## src/rtl/capsense_scan_seq_pkg.sv

```systemverilog
// ---------------------------------------------------------------------------
// capsense_scan_seq_pkg
// Shared definitions for the capacitive-sense scan sequencer:
//   - scan_state_t    : sequencer FSM state enumeration
//   - DEF_*           : default values for the sequencer parameters
//   - TIMEOUT_RESULT  : all-ones pattern reported when a measurement times out
//   - idx_width()     : sensor index width, never narrower than one bit
// Optional feature macro used by the sequencer: CAPSENSE_SCAN_TIMEOUT_EN
// ---------------------------------------------------------------------------
package capsense_scan_seq_pkg;

    typedef enum logic [2:0] {
        ST_IDLE,
        ST_SETTLE,
        ST_MEASURE,
        ST_CAPTURE,
        ST_RELEASE,
        ST_DONE
    } scan_state_t;

    localparam int DEF_NUM_SENSORS    = 8;
    localparam int DEF_CNT_WIDTH      = 16;
    localparam int DEF_SETTLE_CYCLES  = 4;
    localparam int DEF_TIMEOUT_CYCLES = 65535;

    // Wide enough for the largest raw count; truncated to CNT_WIDTH at use.
    localparam logic [63:0] TIMEOUT_RESULT = '1;

    // A single sensor still needs a one-bit index port.
    function automatic int idx_width(input int n);
        return (n > 1) ? $clog2(n) : 1;
    endfunction

endpackage

```

## src/rtl/capsense_scan_timer.sv

```systemverilog
// ---------------------------------------------------------------------------
// capsense_scan_timer
// Loadable down-counter with a zero flag. Counting stops at zero.
// Ports:
//   clock      : rising-edge clock
//   reset      : asynchronous active-low reset (counter cleared to zero)
//   load       : load load_value this cycle (takes priority over counting)
//   load_value : value loaded into the counter
//   count_en   : decrement by one while not already zero
//   zero       : high while the counter holds zero
// ---------------------------------------------------------------------------
module capsense_scan_timer #(
    parameter int WIDTH = 8
) (
    input  logic             clock,
    input  logic             reset,
    input  logic             load,
    input  logic [WIDTH-1:0] load_value,
    input  logic             count_en,
    output logic             zero
);

    logic [WIDTH-1:0] count;

    // Load wins over decrement so a fresh interval always starts cleanly,
    // and the counter saturates at zero so a late reader still sees the flag.
    always_ff @(posedge clock or negedge reset) begin
        if (!reset) begin
            count <= '0;
        end else if (load) begin
            count <= load_value;
        end else if (count_en && (count != '0)) begin
            count <= count - WIDTH'(1);
        end
    end

    assign zero = (count == '0);

endmodule

```

## src/rtl/capsense_scan_seq.sv

```systemverilog
// ---------------------------------------------------------------------------
// capsense_scan_seq
// Walks through NUM_SENSORS capacitive sensors: connect and settle each one,
// run a measurement on the external measure channel, publish the raw count as
// a one-cycle result strobe, release the sensor, then move on to the next.
// Optional feature macro: CAPSENSE_SCAN_TIMEOUT_EN adds a measurement
// watchdog that forces an all-ones result and sets a sticky timeout_err.
// Ports:
//   clock       : rising-edge clock
//   reset       : asynchronous active-low reset
//   scan_go     : start one full scan (honoured only while idle)
//   scan_abort  : abandon the scan, back to idle on the next edge
//   meas_start  : request to the measure channel
//   meas_done   : measure channel finished, held until meas_start falls
//   raw_count   : measured count, valid while meas_done is high
//   sns_en      : connect the selected sensor
//   sns_idx     : index of the selected sensor
//   res_valid   : one-cycle result strobe
//   res_idx     : sensor index of the latest result
//   res_data    : latest result count
//   busy        : sequencer not idle
//   scan_done   : one-cycle strobe at the end of a completed scan
//   timeout_err : sticky measurement timeout flag (0 without the macro)
// ---------------------------------------------------------------------------
module capsense_scan_seq
    import capsense_scan_seq_pkg::*;
#(
    parameter int NUM_SENSORS    = DEF_NUM_SENSORS,
    parameter int CNT_WIDTH      = DEF_CNT_WIDTH,
    parameter int SETTLE_CYCLES  = DEF_SETTLE_CYCLES,
    parameter int TIMEOUT_CYCLES = DEF_TIMEOUT_CYCLES,
    localparam int IDX_W         = idx_width(NUM_SENSORS)
) (
    input  logic                 clock,
    input  logic                 reset,
    input  logic                 scan_go,
    input  logic                 scan_abort,
    output logic                 meas_start,
    input  logic                 meas_done,
    input  logic [CNT_WIDTH-1:0] raw_count,
    output logic                 sns_en,
    output logic [IDX_W-1:0]     sns_idx,
    output logic                 res_valid,
    output logic [IDX_W-1:0]     res_idx,
    output logic [CNT_WIDTH-1:0] res_data,
    output logic                 busy,
    output logic                 scan_done,
    output logic                 timeout_err
);

    localparam logic [IDX_W-1:0] LAST_IDX = IDX_W'(NUM_SENSORS - 1);

    scan_state_t state;

    logic settle_load;
    logic settle_count;
    logic settle_zero;

    // The settle timer is loaded with SETTLE_CYCLES-1 on every entry into
    // SETTLE; SETTLE exits on the cycle the timer reads zero, which gives
    // exactly SETTLE_CYCLES cycles of settling.
    always_comb begin
        settle_load  = 1'b0;
        settle_count = 1'b0;
        if (state == ST_IDLE && scan_go && !scan_abort) begin
            settle_load = 1'b1;
        end
        if (state == ST_RELEASE && !meas_done && sns_idx != LAST_IDX) begin
            settle_load = 1'b1;
        end
        if (state == ST_SETTLE) begin
            settle_count = 1'b1;
        end
    end

    capsense_scan_timer #(
        .WIDTH(8)
    ) u_settle_timer (
        .clock      (clock),
        .reset      (reset),
        .load       (settle_load),
        .load_value (8'(SETTLE_CYCLES - 1)),
        .count_en   (settle_count),
        .zero       (settle_zero)
    );

`ifdef CAPSENSE_SCAN_TIMEOUT_EN
    localparam int WD_W = $clog2(TIMEOUT_CYCLES + 1);

    logic wd_load;
    logic wd_count;
    logic wd_zero;
    logic timeout_flag;

    // The watchdog starts with the measurement; when it reads zero the
    // measurement has run TIMEOUT_CYCLES cycles without meas_done.
    always_comb begin
        wd_load  = (state == ST_SETTLE) && settle_zero;
        wd_count = (state == ST_MEASURE);
    end

    capsense_scan_timer #(
        .WIDTH(WD_W)
    ) u_watchdog_timer (
        .clock      (clock),
        .reset      (reset),
        .load       (wd_load),
        .load_value (WD_W'(TIMEOUT_CYCLES - 1)),
        .count_en   (wd_count),
        .zero       (wd_zero)
    );

    assign timeout_err = timeout_flag;
`else
    assign timeout_err = 1'b0;
`endif

    // Sequencer FSM. Every output is a flop set on the transition into the
    // state that owns it, so outputs change only on clock edges (or reset).
    // Abort overrides everything and returns to idle without a scan_done.
    always_ff @(posedge clock or negedge reset) begin
        if (!reset) begin
            state      <= ST_IDLE;
            meas_start <= 1'b0;
            sns_en     <= 1'b0;
            sns_idx    <= '0;
            res_valid  <= 1'b0;
            res_idx    <= '0;
            res_data   <= '0;
            busy       <= 1'b0;
            scan_done  <= 1'b0;
`ifdef CAPSENSE_SCAN_TIMEOUT_EN
            timeout_flag <= 1'b0;
`endif
        end else if (scan_abort) begin
            state      <= ST_IDLE;
            meas_start <= 1'b0;
            sns_en     <= 1'b0;
            res_valid  <= 1'b0;
            busy       <= 1'b0;
            scan_done  <= 1'b0;
        end else begin
            case (state)
                ST_IDLE: begin
                    if (scan_go) begin
                        state   <= ST_SETTLE;
                        sns_idx <= '0;
                        sns_en  <= 1'b1;
                        busy    <= 1'b1;
`ifdef CAPSENSE_SCAN_TIMEOUT_EN
                        timeout_flag <= 1'b0;
`endif
                    end
                end
                ST_SETTLE: begin
                    if (settle_zero) begin
                        state      <= ST_MEASURE;
                        meas_start <= 1'b1;
                    end
                end
                ST_MEASURE: begin
                    // A meas_done already high on entry is taken as a result.
                    if (meas_done) begin
                        state      <= ST_CAPTURE;
                        meas_start <= 1'b0;
                        res_valid  <= 1'b1;
                        res_idx    <= sns_idx;
                        res_data   <= raw_count;
`ifdef CAPSENSE_SCAN_TIMEOUT_EN
                    end else if (wd_zero) begin
                        state        <= ST_CAPTURE;
                        meas_start   <= 1'b0;
                        res_valid    <= 1'b1;
                        res_idx      <= sns_idx;
                        res_data     <= CNT_WIDTH'(TIMEOUT_RESULT);
                        timeout_flag <= 1'b1;
`endif
                    end
                end
                ST_CAPTURE: begin
                    state     <= ST_RELEASE;
                    res_valid <= 1'b0;
                    sns_en    <= 1'b0;
                end
                ST_RELEASE: begin
                    // Wait for the channel to drop its done flag so the next
                    // measurement cannot see a stale completion.
                    if (!meas_done) begin
                        if (sns_idx == LAST_IDX) begin
                            state     <= ST_DONE;
                            scan_done <= 1'b1;
                        end else begin
                            state   <= ST_SETTLE;
                            sns_idx <= sns_idx + IDX_W'(1);
                            sns_en  <= 1'b1;
                        end
                    end
                end
                ST_DONE: begin
                    state     <= ST_IDLE;
                    scan_done <= 1'b0;
                    busy      <= 1'b0;
                end
                default: begin
                    state <= ST_IDLE;
                end
            endcase
        end
    end

endmodule
```

## config.mk

```make
export PLATFORM = sky130hd
export DESIGN_NAME = capsense_scan_seq
export DESIGN_NICKNAME = d
export VERILOG_FILES = /design/src/rtl/capsense_scan_seq_pkg.sv /design/src/rtl/capsense_scan_timer.sv /design/src/rtl/capsense_scan_seq.sv
export SDC_FILE = /design/constraint.sdc
export NUM_CORES = 1
export LEC_CHECK = 0
export CAP_MARGIN = 20
export CELL_PAD_IN_SITES_DETAIL_PLACEMENT = 0
export CELL_PAD_IN_SITES_GLOBAL_PLACEMENT = 1
export CORE_UTILIZATION = 36
export CTS_CLUSTER_DIAMETER = 60
export DETAILED_ROUTE_END_ITERATION = 8
export GPL_ROUTABILITY_DRIVEN = 0
export PLACE_DENSITY = 0.82
export SLEW_MARGIN = 40
export SYNTH_ARGS = -nofsm -noshare
export SYNTH_HDL_FRONTEND = slang
export SYNTH_SLANG_ARGS = --single-unit
```

## constraint.sdc

```tcl
create_clock -name clock -period 2.1 [get_ports clock]
set_input_delay 0.315 -clock clock [delete_from_list [all_inputs] [get_ports clock]]
set_output_delay 0.315 -clock clock [all_outputs]
set_load 0.05 [all_outputs]
```

* Word-level counts from Yosys, hierarchy flattened
Cells that the tools add are included.
Widths: inputs -> output; s select.
** Storage, ports and cells
- Register bits :: 38
- Input bits :: 21
- Output and inout port bits :: 28
- Logic and storage cells :: 88
** Operators by class
- Add/subtract/negate cells :: 2
- Equal/unequal tests :: 16
- Mux-type cells :: 34
- Bitwise gates (word level) :: 1
- Reduce and logical (&&, ||, !) cells :: 25
** Operators with widths (count)
- $mux 3 :: 9
- $ne 3x3->1 const B :: 6
- $mux 1 :: 16
- $mux 8 :: 2
- $pmux 3 s5 :: 1
- $reduce_bool 3->1 :: 4
- $eq 3x3->1 const B :: 3
- $reduce_and 3->1 :: 3
- $logic_not 8->1 :: 1
- $pmux 1 s2 :: 4
- $reduce_and 4->1 :: 2
- $reduce_bool 8->1 :: 1
- $sub 8x1->8 const B :: 1
- $eq 3x2->1 const B :: 2
- $ne 2x2->1 const B :: 3
- $pmux 3 s2 :: 1
- $logic_and 1x1->1 :: 5
- $reduce_and 5->1 :: 1
- $reduce_and 2->1 :: 2
- $reduce_bool 2->1 :: 2
- $reduce_bool 4->1 :: 1
- $add 3x1->3 const B :: 1
- $eq 3x1->1 const B :: 1
- $logic_not 3->1 :: 1
- 4 further kinds :: 5

* Longest topological paths before layout
Gate-level depths: netlist (run 1).
- Word-level depth :: 6
- Gate-level depth with buffers :: 7
- Depth with buffers taken out :: 6

* By module
A second synthesis (run 1) with hierarchy kept.
** Second synthesis, totals
- Cell total of the unflattened synthesis :: 165
- Area total of the unflattened synthesis :: 1936.9 µm²
** Modules (own cells, without submodules)
- capsense_scan_seq :: instances 1, cells an instance 107, area each 1408.9 µm², sequential area each 750.7 µm²
- capsense_scan_timer :: instances 1, cells an instance 58, area each 528.0 µm², sequential area each 200.2 µm²

* Worst setup path before layout (run 1)
OpenSTA, ideal clock, no wires.
- Path type :: register to register
- From :: reg sns_idx[0]
- To :: reg sns_idx[0]
- Setup time :: 0.065 ns
- Arrival :: 1.777 ns
- Data required time :: 2.035 ns
- Path slack :: 0.257 ns
- Stages on the path, launching flop included :: 7
- Buffers on the path :: 0
- Period minus slack after synthesis :: 1.843 ns
- Cells stage by stage :: dfrtp_1 ha_1 ha_1 nor3b_1 o21ai_1 nor3_1 a21o_1
** On the way
- Word-level cells in the longest chain between the ends :: 4
- Elaborated cells on any way between the ends :: 7
- Classes of those cells :: 1 x add/sub; 2 x eq/ne; 3 x mux; 1 x reduce/logical
** Ends and longest elaborated chain
- from (decl) :: RTL line capsense_scan_seq.sv:42 : output logic [IDX_W-1:0] sns_idx,
- from (signal assigned) :: RTL line capsense_scan_seq.sv:194 : sns_idx <= sns_idx + IDX_W'(1);
- $add 3x1->3 :: RTL line capsense_scan_seq.sv:194
- $mux 3 :: RTL line capsense_scan_seq.sv:189 : if (sns_idx == LAST_IDX) begin
- $mux 3 :: RTL line capsense_scan_seq.sv:188 : if (!meas_done) begin
- $pmux 3 s2 :: RTL line capsense_scan_seq.sv:143 : case (state)
Several ways; a longest one is shown, not always the timed one. The select of a mux whose other input is x is not followed.
A chain may end at the register's enable or synchronous reset.

* Worst setup path in the final report (run 1)
- From :: reg u_settle_timer.count[2]
- To :: reg u_settle_timer.count[6]
** On the way
- Word-level cells in the longest chain between the ends :: 3
- Elaborated cells on any way between the ends :: 6
- Classes of those cells :: 1 x add/sub; 2 x mux; 3 x reduce/logical
** Ends and longest elaborated chain
- from (decl) :: RTL line capsense_scan_timer.sv:23 : logic [WIDTH-1:0] count;
- from (signal assigned) :: RTL line capsense_scan_timer.sv:31 : count <= load_value;
- from (signal assigned) :: RTL line capsense_scan_timer.sv:33 : count <= count - WIDTH'(1);
- $sub 8x1->8 / $reduce_bool 8->1 (equally long branches) :: RTL line capsense_scan_timer.sv:33, capsense_scan_timer.sv:32
- $mux 8 / $logic_and 1x1->1 (equally long branches) :: RTL line capsense_scan_timer.sv:32 : end else if (count_en && (count != '0)) begin
- $mux 8 / $reduce_bool 2->1 (equally long branches)
Several ways; a longest one is shown, not always the timed one. The select of a mux whose other input is x is not followed.

==> impl_metrics.toml, run 1 <==
[cts]
clockRootBuffer = "clkbuf_8"
post_cts_buffers = 0
cts.hold.buffers_added = 0
cts_sinks = 38
cts_buffers = 5
clk_latency_ns = 0.29
cts_buffer_depth = 2
post_cts_resized = 0
clk_pin_slew_ns = 0.07
htree_levels = 2
tritoncts = "built"

[synthesis]
netlist_top_cells_count = "38 x dfrtp_1, 10 x mux2_1, 9 x mux2_2, 9 x nand2_1, 9 x nor2_1"
ys_warn_count = 0
yosysTopAreaCellShare = 0.5452
syn_avg_cell_area_sq_um = 11.40
ys_types = 38
seq_area_frac_synth = 0.5452
synth_top_cell_by_area = "dfrtp_1"
synth.most_common_cell = "dfrtp_1"
yosys_register_bits = 38
syn-instance-count = 153
synth_nets = 178
synth_ff_type = "dfrtp_1"
synth_edf_count = 0
syn_area_sq_mm = 0.001744
async_reset_ff_frac = 1.000
synth_area_leaders = "dfrtp_1 55%, mux2_1 6.5%, mux2_2 5.8%, ha_1 2.9%, a21oi_1 2.0%"

[final_layout]
layout.nets = 228
drive_above_1_share = 0.1127
fillers = 377
instances_no_fill = 256
final_util = 0.5303
num_antenna_cells = 0
area_delta_synth_final_pct = 36.94

[placement]
hpwl_um = 2725
portBuffers = 47
placed_cells = 248

[route]
drc = 0
wire_per_inst_um = 14.55
ant_nets = 0
firstDrtPassIters = 4
finalWirelength_um = 3725
vias_per_cell = 5.273
vias = 1350
initialDrtViolationCount = 77

[critical_path]
crit_chain = "or4_1 > or4b_1 > a21oi_1"
timing.critical_path.buf_inv = 0
arrival_ns = 2.09
ff2ff_setup_slack_ns = 0.22
cp-start-kind = "register"
critPathMaxFanout = 7
worstSetupStartpoint = "u_settle_timer.count[2]$_DFFE_PN0P_"
endpoint_kind = "register"
worst_path_largest_cell_delay_ns = 0.68
rr_endpoint = "u_settle_timer.count[6]$_DFFE_PN0P_"
rr_worst_depth = 3
critPathKind = "register to register"
worstPathRequired_ns = 2.32
regToRegStartpoint = "u_settle_timer.count[2]$_DFFE_PN0P_"
crit_family = "simple AND/OR/NAND/NOR gates"
crit_slowest_cell = "or4_1"

[timing]
min_period_ns = 1.877
worstMarginPinSlew_ns = 0.5343
setup_viol_count_final = 0
fin_crit_sh = 0.8936
fin_setup_tns_ns = 0
fin_skew_ns = 0.006327
clock.fmax_mhz = 532.9
rsz0062_at_grt = "false"
hold_viol = 16
slew_headroom = 0.6427
holdWs_ns = -0.02024
slew_violations = 0

[floorplanning]
die_area_sq_mm = 0.005127
die_w_um = 71.61
pin_count = 49
die_h_um = 71.61
start_util = 0.3872
core_area_sq_mm = 0.004504
rows = 24

[pwr]
vdd_drop_max_mv = 0.3829
p_switching_mw = 1.113
swShare = 0.3953
intPower_mw = 1.702
clkPwrFrac = 0.213
comb_power_share = 0.414
power_frac_seq = 0.373
powerDensity_mw_per_mm2 = 1178
p_leak_nw = 1.084

[global_routing]
grt.overflow.total = 0
grt_max_degree = 39
grt_pass1_wl_um = 6348
first_global_vias = 1372
antenna_found_initial = 0
grt_usage = 0.1634

[flow_run]
drv_cap = 0

[run_status]
status = "finished with violations"
violations = "negative hold slack"

[worst_hold_path]
worstHoldPathType = "input port to async pin"
metal layers:
layer	wire length, um	up-vias	track usage
met3	166	6	0.04641
met1	1694	661	0.2066
met2	1808	38	0.2516
li1	-	645	-
met5	0	-	0
met4	55	0	0.09368
worst max path at each step:
stage | to | cells past startpoint
finish | u_settle_timer.count[6]$_DFFE_PN0P_ | 3
global route | u_settle_timer.count[2]$_DFFE_PN0P_ | 6
CTS | sns_idx[2] | 1
detailed placement | u_settle_timer.count[6]$_DFFE_PN0P_ | 3
global placement | u_settle_timer.count[6]$_DFFE_PN0P_ | 3
floorplan | sns_idx[0]$_DFFE_PN0P_ | 6
stage by stage:
stage,setup slack [ns],total power [mW],instance area (sq um)
after floorplan,0.2573,1.844,1744
after global placement,0.2774,2.198,2280
after detailed placement,0.2262,2.236,2280
after CTS,0.2197,2.853,2386
after global routing,0.1398,2.989,2389
final,0.2234,2.814,2389
cells in the final DEF (no fill, tap or decap), drive strengths merged, types with 2 or more instances in the layout:
cell type and count:
nand3 5, a21oi 7, nand2b 2, nand2 9
nor2b 4, ha 4, a211oi 3, clkdlybuf4s50 46
nor3 6, inv 4, mux2 19, o211ai 4
nor3b 4, mux2i 2, clkbuf 7, buf 5
xor2 2, dfrtp 38, or3b 2, o21ai 8
nor2 10
registers in the layout (all words and copies together) (netlist names):
name	count
u_settle_timer.count	8
sns_en	1
busy	1
state	3
sns_idx	3
res_idx	3
res_valid	1
meas_start	1
res_data	16
scan_done	1
layout make-up:
type | count | area [sq um] | area share
clock buffers | 7 | 76.32 | 0.03195
clock inverters | 1 | 30.03 | 0.01257
inverters | 4 | 15.01 | 0.006286
multi-input cells | 103 | 740.7 | 0.3101
flip-flops and latches | 38 | 950.9 | 0.3981
well taps | 52 | 65.06 | 0.02724
repair buffers | 51 | 510.5 | 0.2137
power by group through the flow:
stage          Sequential [mW]  Clock, mW  Combinational (mW)
2_1_floorplan             1.46          0               0.388
3_3_place_gp              1.05          0                1.15
3_5_place_dp              1.06          0                1.18
4_1_cts                   1.05      0.626                1.18
5_1_grt                   1.08      0.659                1.25
6_report                  1.05      0.599                1.17
worst register-to-register path, cell delays in order, from the launching register on:
cell     delay, ns
dfrtp_1       0.43
or4_1         0.68
or4b_1        0.55
a21oi_1       0.15
cells by family (layout without fill, tap and decap cells):
| kind of cell | Yosys count | count (layout) | share of synthesized area |
|---|---|---|---|
| AO/OA/AOI/OAI | 28 | 28 | 0.1019 |
| AND/OR/NAND/NOR | 46 | 46 | 0.1428 |
| multiplexers | 21 | 21 | 0.1341 |
| flip-flops | 38 | 38 | 0.5452 |
| other | 1 | 1 | 0.002150 |
| adder cells (fa/ha/maj) | 4 | 4 | 0.02870 |
| buffers and inverters | 12 | 63 | 0.03012 |
| XOR/XNOR | 3 | 3 | 0.01507 |
Power figures use the tool's default switching activity.
==> run 2, diff against run 1 <==
--- a/config.mk
+++ b/config.mk
@@ -13,6 +13,7 @@
 export DETAILED_ROUTE_END_ITERATION = 8
 export GPL_ROUTABILITY_DRIVEN = 0
 export PLACE_DENSITY = 0.82
+export RECOVER_POWER = 50
 export SLEW_MARGIN = 40
 export SYNTH_ARGS = -nofsm -noshare
 export SYNTH_HDL_FRONTEND = slang
==> impl_metrics.toml, run 2 (synthesis gave the netlist of run 1 again) <==
[global_routing]
grt_usage = 0.1634
antenna_found_initial = 0
first_global_vias = 1372
grt.overflow.total = 0
grt_max_degree = 39
grt_pass1_wl_um = 6348

[run_status]
status = "finished, final reports clean"

[critical_path]
worstPathRequired_ns = 2.32
rr_endpoint = "u_settle_timer.count[6]$_DFFE_PN0P_"
timing.critical_path.buf_inv = 0
ff2ff_setup_slack_ns = 0.22
regToRegStartpoint = "u_settle_timer.count[2]$_DFFE_PN0P_"
critPathKind = "register to register"
cp-start-kind = "register"
critPathMaxFanout = 7
endpoint_kind = "register"
arrival_ns = 2.09
crit_family = "simple AND/OR/NAND/NOR gates"
rr_worst_depth = 3
worst_path_largest_cell_delay_ns = 0.68
crit_chain = "or4_1 > or4b_1 > a21oi_1"
crit_slowest_cell = "or4_1"

[floorplanning]
start_util = 0.3872
pin_count = 49
die_area_sq_mm = 0.005127
die_w_um = 71.61
die_h_um = 71.61
rows = 24
core_area_sq_mm = 0.004504

[pwr]
power_frac_seq = 0.375
comb_power_share = 0.411
vdd_drop_max_mv = 0.3824
p_switching_mw = 1.110
clkPwrFrac = 0.214
intPower_mw = 1.685
p_leak_nw = 1.102
swShare = 0.3971
powerDensity_mw_per_mm2 = 1173

[cts]
clockRootBuffer = "clkbuf_8"
htree_levels = 2
post_cts_resized = 0
cts_buffer_depth = 2
post_cts_buffers = 0
tritoncts = "built"
clk_latency_ns = 0.29
cts_sinks = 38
cts_buffers = 5
clk_pin_slew_ns = 0.07
cts.hold.buffers_added = 0

[timing]
worstMarginPinSlew_ns = 0.9501
slew_headroom = 0.3666
clock.fmax_mhz = 532.9
setup_viol_count_final = 0
fin_skew_ns = 0.006377
fin_setup_tns_ns = 0
min_period_ns = 1.877
rsz0062_at_grt = "false"
slew_violations = 0
hold_viol = 0
fin_crit_sh = 0.8936

[placement]
hpwl_um = 2725
postPlaceCellArea_sq_mm = 0.002280
portBuffers = 47

[final_layout]
layout.nets = 228
fin_area_sq_mm = 0.002382
num_antenna_cells = 0
largestRegisters = "res_data: 16 flops, u_settle_timer.count: 8 flops"
top_register = "res_data"
area_delta_synth_final_pct = 36.59
drive_above_1_share = 0.1078
fillers = 378
largest_reg_flops = 16
layout_common_cells = "38 x dfrtp_1, 38 x clkdlybuf4s50_1, 10 x mux2_1"

[route]
vias = 1340
initialDrtViolationCount = 81
wire_per_inst_um = 14.50
vias_per_cell = 5.234
drc = 0
ant_nets = 0
finalWirelength_um = 3712
firstDrtPassIters = 4

[flow_run]
drv_cap = 0

[worst_hold_path]
worstHoldPathType = "input port to async pin"
run 2: how the worst max path moves through the flow:
stage	slack, ns	to	cells past startpoint	from
6_report	0.22	u_settle_timer.count[6]$_DFFE_PN0P_	3	u_settle_timer.count[2]$_DFFE_PN0P_
3_5_place_dp	0.23	u_settle_timer.count[6]$_DFFE_PN0P_	3	u_settle_timer.count[2]$_DFFE_PN0P_
5_1_grt	0.14	u_settle_timer.count[2]$_DFFE_PN0P_	6	sns_idx[0]$_DFFE_PN0P_
3_3_place_gp	0.28	u_settle_timer.count[6]$_DFFE_PN0P_	3	u_settle_timer.count[2]$_DFFE_PN0P_
2_1_floorplan	0.26	sns_idx[0]$_DFFE_PN0P_	6	sns_idx[0]$_DFFE_PN0P_
4_1_cts	0.22	sns_idx[2]	1	sns_idx[2]$_DFFE_PN0P_
run 2: power groups by stage:
stage          combinational (mW)  sequential, mW  clock, mW
4_1_cts                      1.18            1.05      0.626
2_1_floorplan               0.388            1.46          0
6_report                     1.15            1.05      0.599
3_3_place_gp                 1.15            1.05          0
5_1_grt                      1.23            1.08      0.659
3_5_place_dp                 1.18            1.06          0
run 2: routing by layer:
layer | vias to the layer above | share of wire | GRT usage | wire [um]
met4 | 0 | 0.014 | 0.09368 | 51
li1 | 641 | - | - | -
met3 | 4 | 0.046 | 0.04641 | 170
met2 | 40 | 0.49 | 0.2516 | 1818
met5 | - | 0 | 0 | 0
met1 | 655 | 0.45 | 0.2066 | 1672
run 2: area by class of cell:
type | count | area (sq um) | share of cell area
repair buffers | 51 | 504.2 | 0.2117
well taps | 52 | 65.06 | 0.02731
clock buffers | 7 | 76.32 | 0.03204
clock inverters | 1 | 30.03 | 0.01261
multi-input cells | 103 | 740.7 | 0.3109
inverters | 4 | 15.01 | 0.006303
flip-flops and latches | 38 | 950.9 | 0.3992
run 2: through the flow:
stage / setup WS [ns] / instances / utilization / power, mW / hold WS [ns]
after floorplan: 0.2573 / 153 / - / 1.844 / 0.01941
after global placement: 0.2774 / 248 / 0.5061 / 2.198 / 0.4523
after CTS: 0.2197 / 256 / 0.5297 / 2.853 / 0.1578
after detailed placement: 0.2262 / 248 / 0.5061 / 2.236 / 0.4736
after global routing: 0.1398 / 256 / 0.5289 / 2.971 / 0.2522
final: 0.2234 / 256 / 0.5289 / 2.795 / 0.1576
